<file path="config.mk">
export PLATFORM = sky130hd
export DESIGN_NAME = bitwise_seq
export DESIGN_NICKNAME = d
export VERILOG_FILES = /design/src/rtl/bitwise_seq.sv
export SDC_FILE = /design/constraint.sdc
export NUM_CORES = 1
export LEC_CHECK = 0
export BUFFER_PORTS_ARGS = -buffer_cell sky130_fd_sc_hd__buf_2
export CORE_ASPECT_RATIO = 0.9
export CORE_MARGIN = 2
export CORE_UTILIZATION = 52
export CTS_CLUSTER_SIZE = 20
export DETAILED_ROUTE_END_ITERATION = 10
export PLACE_DENSITY_LB_ADDON = 0.2
export REMOVE_ABC_BUFFERS = 1
export SYNTH_ARGS = -nofsm -noshare
export SYNTH_HDL_FRONTEND = slang
export SYNTH_SLANG_ARGS = --single-unit
export TNS_END_PERCENT = 5
</file>
<file path="constraint.sdc">
create_clock -name clk -period 5.3 [get_ports clk]
set_input_delay 0.795 -clock clk [delete_from_list [all_inputs] [get_ports clk]]
set_output_delay 0.795 -clock clk [all_outputs]
set_load 0.005 [all_outputs]
</file>
<file path="src/rtl/bitwise_seq.sv">
// Handshaked bitwise / rotate-through-carry unit: AND/OR/XOR in one cycle,
// rotate on the {carry, result} ring one bit per cycle, optional output inversion.
module bitwise_seq #(
   parameter int WIDTH = 8,
   parameter int SHW   = $clog2(WIDTH)
) (
   input  logic             clk,
   input  logic             rst,
   input  logic             in_valid,
   output logic             in_ready,
   input  logic [WIDTH-1:0] a,
   input  logic [WIDTH-1:0] b,
   input  logic [3:0]       op,
   input  logic             cin,
   output logic             out_valid,
   input  logic             out_ready,
   output logic [WIDTH-1:0] q,
   output logic             cout,
   output logic             zero,
   output logic             parity
);

   typedef enum logic [1:0] {IDLE, SHIFT, DONE} state_t;

   state_t           state, state_n;
   logic [WIDTH-1:0] r, r_n;
   logic             c, c_n;
   logic [SHW-1:0]   cnt, cnt_n;
   logic             dir, dir_n;
   logic             inv, inv_n;
   logic             flag_ld;
   logic             accept;
   logic [WIDTH-1:0] logic_res;
   logic [WIDTH-1:0] step_r;
   logic             step_c;
   logic [SHW-1:0]   n;

   assign n         = b[SHW-1:0];
   assign out_valid = (state == DONE);
   assign in_ready  = (state == IDLE) | ((state == DONE) & out_ready);
   assign accept    = in_valid & in_ready;
   assign q         = r;
   assign cout      = c;

   // One step around the (WIDTH+1)-bit ring formed by carry and result.
   assign step_r = dir ? {c, r[WIDTH-1:1]} : {r[WIDTH-2:0], c};
   assign step_c = dir ? r[0] : r[WIDTH-1];

   always_comb begin
      logic_res = a ^ b;
      case (op[1:0])
         2'b00:   logic_res = a & b;
         2'b01:   logic_res = a | b;
         default: logic_res = a ^ b;
      endcase
   end

   always_comb begin
      state_n = state;
      r_n     = r;
      c_n     = c;
      cnt_n   = cnt;
      dir_n   = dir;
      inv_n   = inv;
      flag_ld = 1'b0;

      case (state)
         SHIFT: begin
            cnt_n = cnt - 1'b1;
            if (cnt == SHW'(1)) begin
               r_n     = step_r ^ {WIDTH{inv}};
               c_n     = step_c ^ inv;
               flag_ld = 1'b1;
               state_n = DONE;
            end else begin
               r_n = step_r;
               c_n = step_c;
            end
         end
         DONE: begin
            if (out_ready) state_n = IDLE;
         end
         default: state_n = IDLE;
      endcase

      // An accept in DONE (same cycle as the handshake) behaves exactly like one from IDLE.
      if (accept) begin
         inv_n = op[2];
         dir_n = op[3];
         if (op[1:0] != 2'b11) begin
            r_n     = logic_res ^ {WIDTH{op[2]}};
            c_n     = cin ^ op[2];
            flag_ld = 1'b1;
            state_n = DONE;
         end else if (n == '0) begin
            r_n     = a ^ {WIDTH{op[2]}};
            c_n     = cin ^ op[2];
            flag_ld = 1'b1;
            state_n = DONE;
         end else begin
            r_n     = a;
            c_n     = cin;
            cnt_n   = n;
            state_n = SHIFT;
         end
      end
   end

   always_ff @(posedge clk or posedge rst) begin
      if (rst) begin
         state  <= IDLE;
         r      <= '0;
         c      <= 1'b0;
         cnt    <= '0;
         dir    <= 1'b0;
         inv    <= 1'b0;
         zero   <= 1'b0;
         parity <= 1'b0;
      end else begin
         state <= state_n;
         r     <= r_n;
         c     <= c_n;
         cnt   <= cnt_n;
         dir   <= dir_n;
         inv   <= inv_n;
         if (flag_ld) begin
            zero   <= (r_n == '0);
            parity <= ^r_n;
         end
      end
   end

endmodule
</file>
==> run summary, run 1 <==
In this run, the number of DRC markers left after iteration 0 of detailed routing was 95. By instance count, the cell type seen most on the critical path is xnor2_1. After synthesis, the cell types taking the most area are dfrtp_1 21%, ha_1 13%, xnor2_1 9.2%, xor2_1 5.4%, mux2i_1 4.8%.

Leaving out fill and tap cells, the most frequent cell in the layout is buf_2. The post-route fraction of the period consumed by the critical path is 64.01%. The diode insertion count for antenna repair came out at 0. The first global-routing pass estimated approximately 7600 um of wire.

Between clock sinks in the finished design, the worst skew comes to 2.567 ps. Counting flops and latches in the post-synthesis netlist gives 18. The fraction of synthesis flops using an asynchronous set or reset pin is 100.0%. In this run the worst setup path begins at op[2].

After routing the design area is 2267 sq um. The path depth of the worst reg2reg path came out at 10. After technology mapping, the gate count stands at approximately 240. During I/O placement, the number of pins put on the boundary was 38. Of the cells placed in the final design, the portion with a size suffix greater than 1 is 20.75%. Entering global routing, the biggest net connects 27 pins.

The biggest fanout along the worst timing path came out at 26. The global placer's final weighted congestion is 0.7937. Data on the critical path is required at its endpoint by 5440 ps. Walking the worst path, the cells encountered are buf_2 -> nor4b_2 -> xnor2_1 -> o221ai_2 -> a221oi_1 -> ha_1 -> xor2_1 -> xnor2_1 -> mux2_4. The vertical extent of the die came out at approximately 64 um. The headroom to the max-slew limit came out at 40.60%. The layout has 367 filler cells.

The final total negative setup slack came out at 0 ps. In this run the core area contains 21 standard-cell rows. The peak clock frequency supported by timing is 294.8 MHz. The number of hold violations in the final report is 0.

Global routing finished with a remaining overflow of 0. The clock net in this run drives a total of 18 sinks. The slew of the pin with the lowest slew margin is 888.7 ps.

The area of the mapped netlist came out at 2098 sq um. The path class of the tightest hold or removal check is reg2reg. The estimated wirelength of the detail-placed design came out at 3491 um. The critical path is of the in2reg type. The synthesized-area fraction occupied by ao, oa, aoi and oai cells is 18.49%. The critical path buffer and inverter count came out at 1. The dominant combinational cell family by area after synthesis is compound AO/OA/AOI/OAI gates.

The final routed DRC violation total is 0. The H-tree depth reported by CTS came out at 1. The cell sitting at the root of the clock tree is a clkbuf_8. The total wire length after detailed routing is 4390 um. The area of the core is around 3800 sq um. The number of nets in the layout came out at roughly 310. The cell family contributing the most delay on the critical path is simple AND/OR/NAND/NOR gates. The number of buffers between clock root and the deepest sink came out at 2. The die covers 4560 sq um. The number of max-slew violations in the final report came out at 0.

STA classifies the critical path startpoint as a primary input. Global routing consumed, over all layers together, around a fifth of the routing resources. The static leakage power came out at ~1.1 nW.

In this run the number of cells on the critical path is 9. The number of cells upsized or downsized after cts came out at 0. On the critical path, the stage with the largest delay is an instance of nor4b_2. The tool flagged a number of max-cap violations equal to 0. The mean area per synthesized cell is 8.779 sq um.

The multi-input combinational cells in the finished layout cover a total of approximately 1400 sq um. The area share of the largest cell type after synthesis came out at around 21%. The worst setup path is captured at a flip-flop. The data arrival time at the worst-slack endpoint is 3530 ps.

Setup repair after global routing left no endpoint under its margin. The most used flip-flop cell after synthesis is dfrtp_1. In this run, CTS created clock tree buffers numbering 3.

The worst hold path stage count is 1. The post-route total power is 0.9549 mW. After clock tree synthesis, the clock-pin slew on the worst setup and hold paths is 60 ps. The iteration count of the initial detailed-routing pass is 4.

The worst register-to-register path begins at cnt[1]. For this run, the register share of the synthesized area comes to 21.47%. The time the worst path needs with I/O delays and setup came out at between 3000 and 4000 ps.

The detail-routed net length per standard cell came out at 14.12 um. The total vias in the final route is 1702. The post-CTS setup buffer count is 0. The worst supply voltage drop on vdd came out at 0.0001674 V. The routed via count divided by cell count is ~5.5. The placed cell area came out at 2226 sq um. The later pin in the worst-skew pair is clocked with a latency of roughly 250 ps. The number of I/O port buffers is 37. The power per unit of standard cell area is 421.2 nW/um^2. The hold-fix buffer count after cts is 0. The number of warnings printed during yosys synthesis is 0. The area added between synthesis and finish is 8.050%. TritonCTS built the clock tree. The via count of the first global-routing pass came out at 1600. The die extent in x came out at 70.96 um. The storage element area came out at 450.4 sq um. For this run, the slowest stage of the critical path takes slightly above 800 ps. In the layout the commonest cells are 37 x buf_2, 25 x inv_1, 22 x xnor2_1, 22 x ha_1, 21 x nand2_1. Setup violations remaining at the end of the flow were counted as 0. The number of enable flip-flop cells after synthesis came out at 0. The run finished with clean final reports. The largest total area in the synthesized netlist belongs to dfrtp_1. Summing the areas of all xor and xnor instances in the mapped netlist gives 14.61% of the synthesized area. The post-synthesis simple-gate area fraction is between 10% and 20%. The number of nets still failing antenna checks after routing is 0. The fraction of synthesized area in multiplexers is 6.559%. The initial antenna violation count is 0. The initial utilization of the core area, before any placement, comes to 55.46%.

The share of synthesized cell area in full adder, half adder and majority cells came out at 13.12%. The number of library cell types mapped by synthesis is 52. The startpoint of the lowest-slack hold path is parity.
path summary, 6_finish.rpt:
kind	endpoint	slack, ps
min reg2reg	parity	510
max reg2reg	parity	2600
max	parity	1910
max in group asynchronous	q[6]	4220
min	parity	510
min in group asynchronous	cout	640
sequential cells by signal (all words and copies together) (netlist names):
signal and count:
parity 1, q 8, state 2, zero 1, cout 1, cnt 3, dir 1, inv 1
Yosys cell counts (3+ instances only):
cell,number
nand3_1,6
mux2i_1,10
a21oi_1,6
buf_4,4
a22oi_1,3
nand2_1,21
a221oi_1,3
a221o_1,3
a31oi_1,3
and2_1,3
ha_1,22
or3_1,3
dfrtp_1,18
nor2b_1,3
xnor2_1,22
o22ai_1,3
inv_1,25
xor2_1,13
buf_6,6
o21ai_0,7
nor2_1,13
a31o_2,3
cell families (layout without fill, tap and decap cells):
group                      Yosys count  count (layout)
AOI/OAI and AO/OA                   50              50
xor gates and xnor gates            35              35
adders and majority gates           22              22
buffers and inverters               40              66
DFF                                 18              18
muxes                               12              12
and+or+nand+nor                     62              62
routing by layer:
layer	vias up	track usage [%]	routed length, um
met4	0	6.604	54
met2	53	30.14	1812
met1	767	31.78	2293
met5	-	0	0
met3	5	2.839	229
li1	877	-	-
area by class of cell:
type | count | area share (%)
multi-input cells | 181 | 63.30
flip-flops and latches | 18 | 19.87
repair buffers | 37 | 8.168
inverters | 26 | 4.305
well taps | 46 | 2.539
clock buffers | 3 | 1.821
through the flow:
| stage | setup WS, ps | std cells | util [%] | hold WS (ps) |
|---|---|---|---|---|
| final | 1907 | 311 | 59.92 | 506.3 |
| after global routing | 1693 | 311 | 59.92 | 547.1 |
| after CTS | 1893 | 311 | 59.92 | 503.3 |
| after detailed placement | 1626 | 308 | 58.83 | 471.8 |
| after global placement | 1698 | 308 | 58.83 | 469.0 |
| after floorplan | 2264 | 225 | - | 445.8 |
power breakdown:
group	leakage [nW]	switching (mW)	internal, mW	total, mW
sequential	0.220	0.0749	0.201	0.276
combinational	0.858	0.276	0.308	0.585
clock	0.0216	0.0439	0.0505	0.0944
total	1.10	0.395	0.560	0.955
Power figures use the tool's default switching activity.
==> inputs of run 2 (changes only) <==
==> constraint.sdc (replaced) <==
create_clock -name clk -period 3.45 [get_ports clk]
set_input_delay 0.5175 -clock clk [delete_from_list [all_inputs] [get_ports clk]]
set_output_delay 0.5175 -clock clk [all_outputs]
set_load 0.005 [all_outputs]
==> run 2 against run 1 <==
Critical path depth increased by 1. Sequential cell count unchanged. Wire length is 2.4% higher. Utilization grew 0.76 points. Die area stayed put. Combinational power grew 55%. Critical endpoint unchanged. Largest power group unchanged. Highest routed layer unchanged.
==> run summary, run 2 (synthesis results as in run 1) <==
The run finished with clean final reports. For the final routed database, the setup TNS stands at 0 ps. TritonCTS built the clock tree. The hold-fix buffer count after cts came out at 0. The routed via count divided by cell count came out at 5.599.

The global placer's final weighted congestion is just over 0.8. Static timing analysis puts the maximum clock frequency at 372.6 MHz. Once the floorplan was initialized, standard cells occupied between 50% and 60% of the core. STA classifies the critical path startpoint as a flip-flop. The power per unit of standard cell area is 656.9 nW/um^2. The number of cells upsized or downsized after cts came out at 0. The via count of the first global-routing pass is 1541. The worst hold slack came out at 354.9 ps. The post-route total power came out at 1.508 mW. The later-pin clock latency in the skew report came out at 260 ps. The detail-routed net length per standard cell is around 14 um. The final number of setup-violating endpoints came out at 0.

The number of clock buffers added by TritonCTS is 3. The first global-routing pass estimated 7645 um of wire. In this run the clock root is driven by a clkbuf_8.

The floorplan step defined a die boundary enclosing between 4000 and 5000 sq um. The slew of the pin with the lowest slew margin came out at 705.4 ps. CTS built an H-tree with a depth of 1. The filler cell count came out at 367. The area added between synthesis and finish is 9.422%. The post-route fraction of the period consumed by the critical path came out at 77.80%. Across all setup checks in the final design, the least slack found is 765.9 ps. 38 I/O pins were placed. The detailed router placed about 1800 vias in this run. After detailed routing, the total wire length is about 4500 um.

Across the VDD grid, the largest voltage drop is 0.0002355 V. After clock tree synthesis, the clock-pin slew on the worst setup and hold paths is 70 ps. In the layout the commonest cells are 37 x buf_2, 25 x inv_1, 22 x xnor2_1, 22 x ha_1, 21 x nand2_1. The fraction of final layout cells sized beyond drive strength 1 came out at 21.64%. The number of max-slew violations in the final report came out at 0. The static leakage power is 1.118 nW. The initial antenna violation count is 0. The final routed DRC violation total came out at 0. The setup skew after layout is roughly 2 ps. Once placement finished, the instance area stood at ~2200 sq um. The die extent in x is between 70 and 80 um.

The most common library cell in the layout ignoring fill and taps is buf_2. The number of nets still failing antenna checks after routing is 0. Setup repair after global routing left no endpoint under its margin.

The number of hold violations in the final report came to 0. The area of the core is 3784 sq um. The area of combinational cells with multiple inputs is ~1400 sq um. Max-cap violations in this run came to 0. The worst setup path is captured at a flip-flop. The critical path in this run is classified as reg2reg. The headroom to the max-slew limit came out at a little over half. The flip-flop count of the largest register, all copies and words added came out at 8. The number of standard-cell rows in the floorplan came out at 21. Summing all non-filler instances in the final layout gives an area of 2296 sq um. The vertical extent of the die came out at 64.26 um.

The all-layer global routing usage is 21.14%. After clock tree synthesis, the setup repair step added 0 buffers. The number of DRC markers in iteration 0 came out at 105. The classification of the worst-slack hold path is in2async. The number of nets in the layout came out at between 300 and 400. The pin count of the biggest net entering global routing is 22. The data required time at the worst endpoint came out at 3600 ps. The data arrival time at the worst-slack endpoint is 2840 ps.

Detailed placement ended at an HPWL of 3620 um. The overflow left after global routing came out at 0. The time the worst path needs with I/O delays and setup came out at 2684 ps. The longest clock path from root to sink contains 2 buffers.

The setup check on the worst reg-to-reg path leaves a slack of 770 ps. The storage element area is 450.4 sq um. The clock net sink count came out at 18.

The post-placement setup slack came out at just over 500 ps. The biggest fanout along the worst timing path came out at 9. The number of I/O port buffers came out at 37. The diode insertion count for antenna repair is 0. The iteration count of the initial detailed-routing pass is 4.
[run 2: power by group]
part           internal, mW  switching [mW]
Clock                 0.102          0.0766
Combinational         0.477           0.427
Sequential            0.308           0.117
[run 2: worst max-delay path: stages, from the launching register on]
cell,delay (ps)
dfrtp_1,380
inv_1,70
ha_1,170
nand3b_1,390
xnor2_1,320
nor2_1,90
a221oi_1,290
ha_1,300
xor2_1,180
xnor2_1,130
mux2_4,250
[run 2: cell type report]
type	instances	share of cell area, %
repair buffers	39	8.719
multi-input cells	181	62.51
clock buffers	4	2.398
well taps	46	2.507
flip-flops and latches	18	19.62
inverters	26	4.251
[run 2: worst paths after layout]
check / startpoint / endpoint / cells past startpoint
worst min register to register: zero / zero / 2
worst max-delay path: cnt[1] / parity / 10
worst min-delay path: rst / state[1] / 2
worst max register to register: cnt[1] / parity / 10
min in group clk: op[3] / dir / 3
max in group asynchronous: rst / dir / 2
[run 2: through the flow]
step                      instances  utilization (%)
after CTS                       314            60.68
after detailed placement        310            59.23
after global placement          310            59.23
after floorplan                 225                -
final                           314            60.68
after global routing            314            60.68
[run 2: metal layers]
layer  up-vias  global-route usage (%)  routed length [um]
met2        50                   31.07                1885
li1        885                       -                   -
met5         -                       0                   0
met1       818                   32.17                2326
met3         5                   2.208                 220
met4         0                   6.604                  63
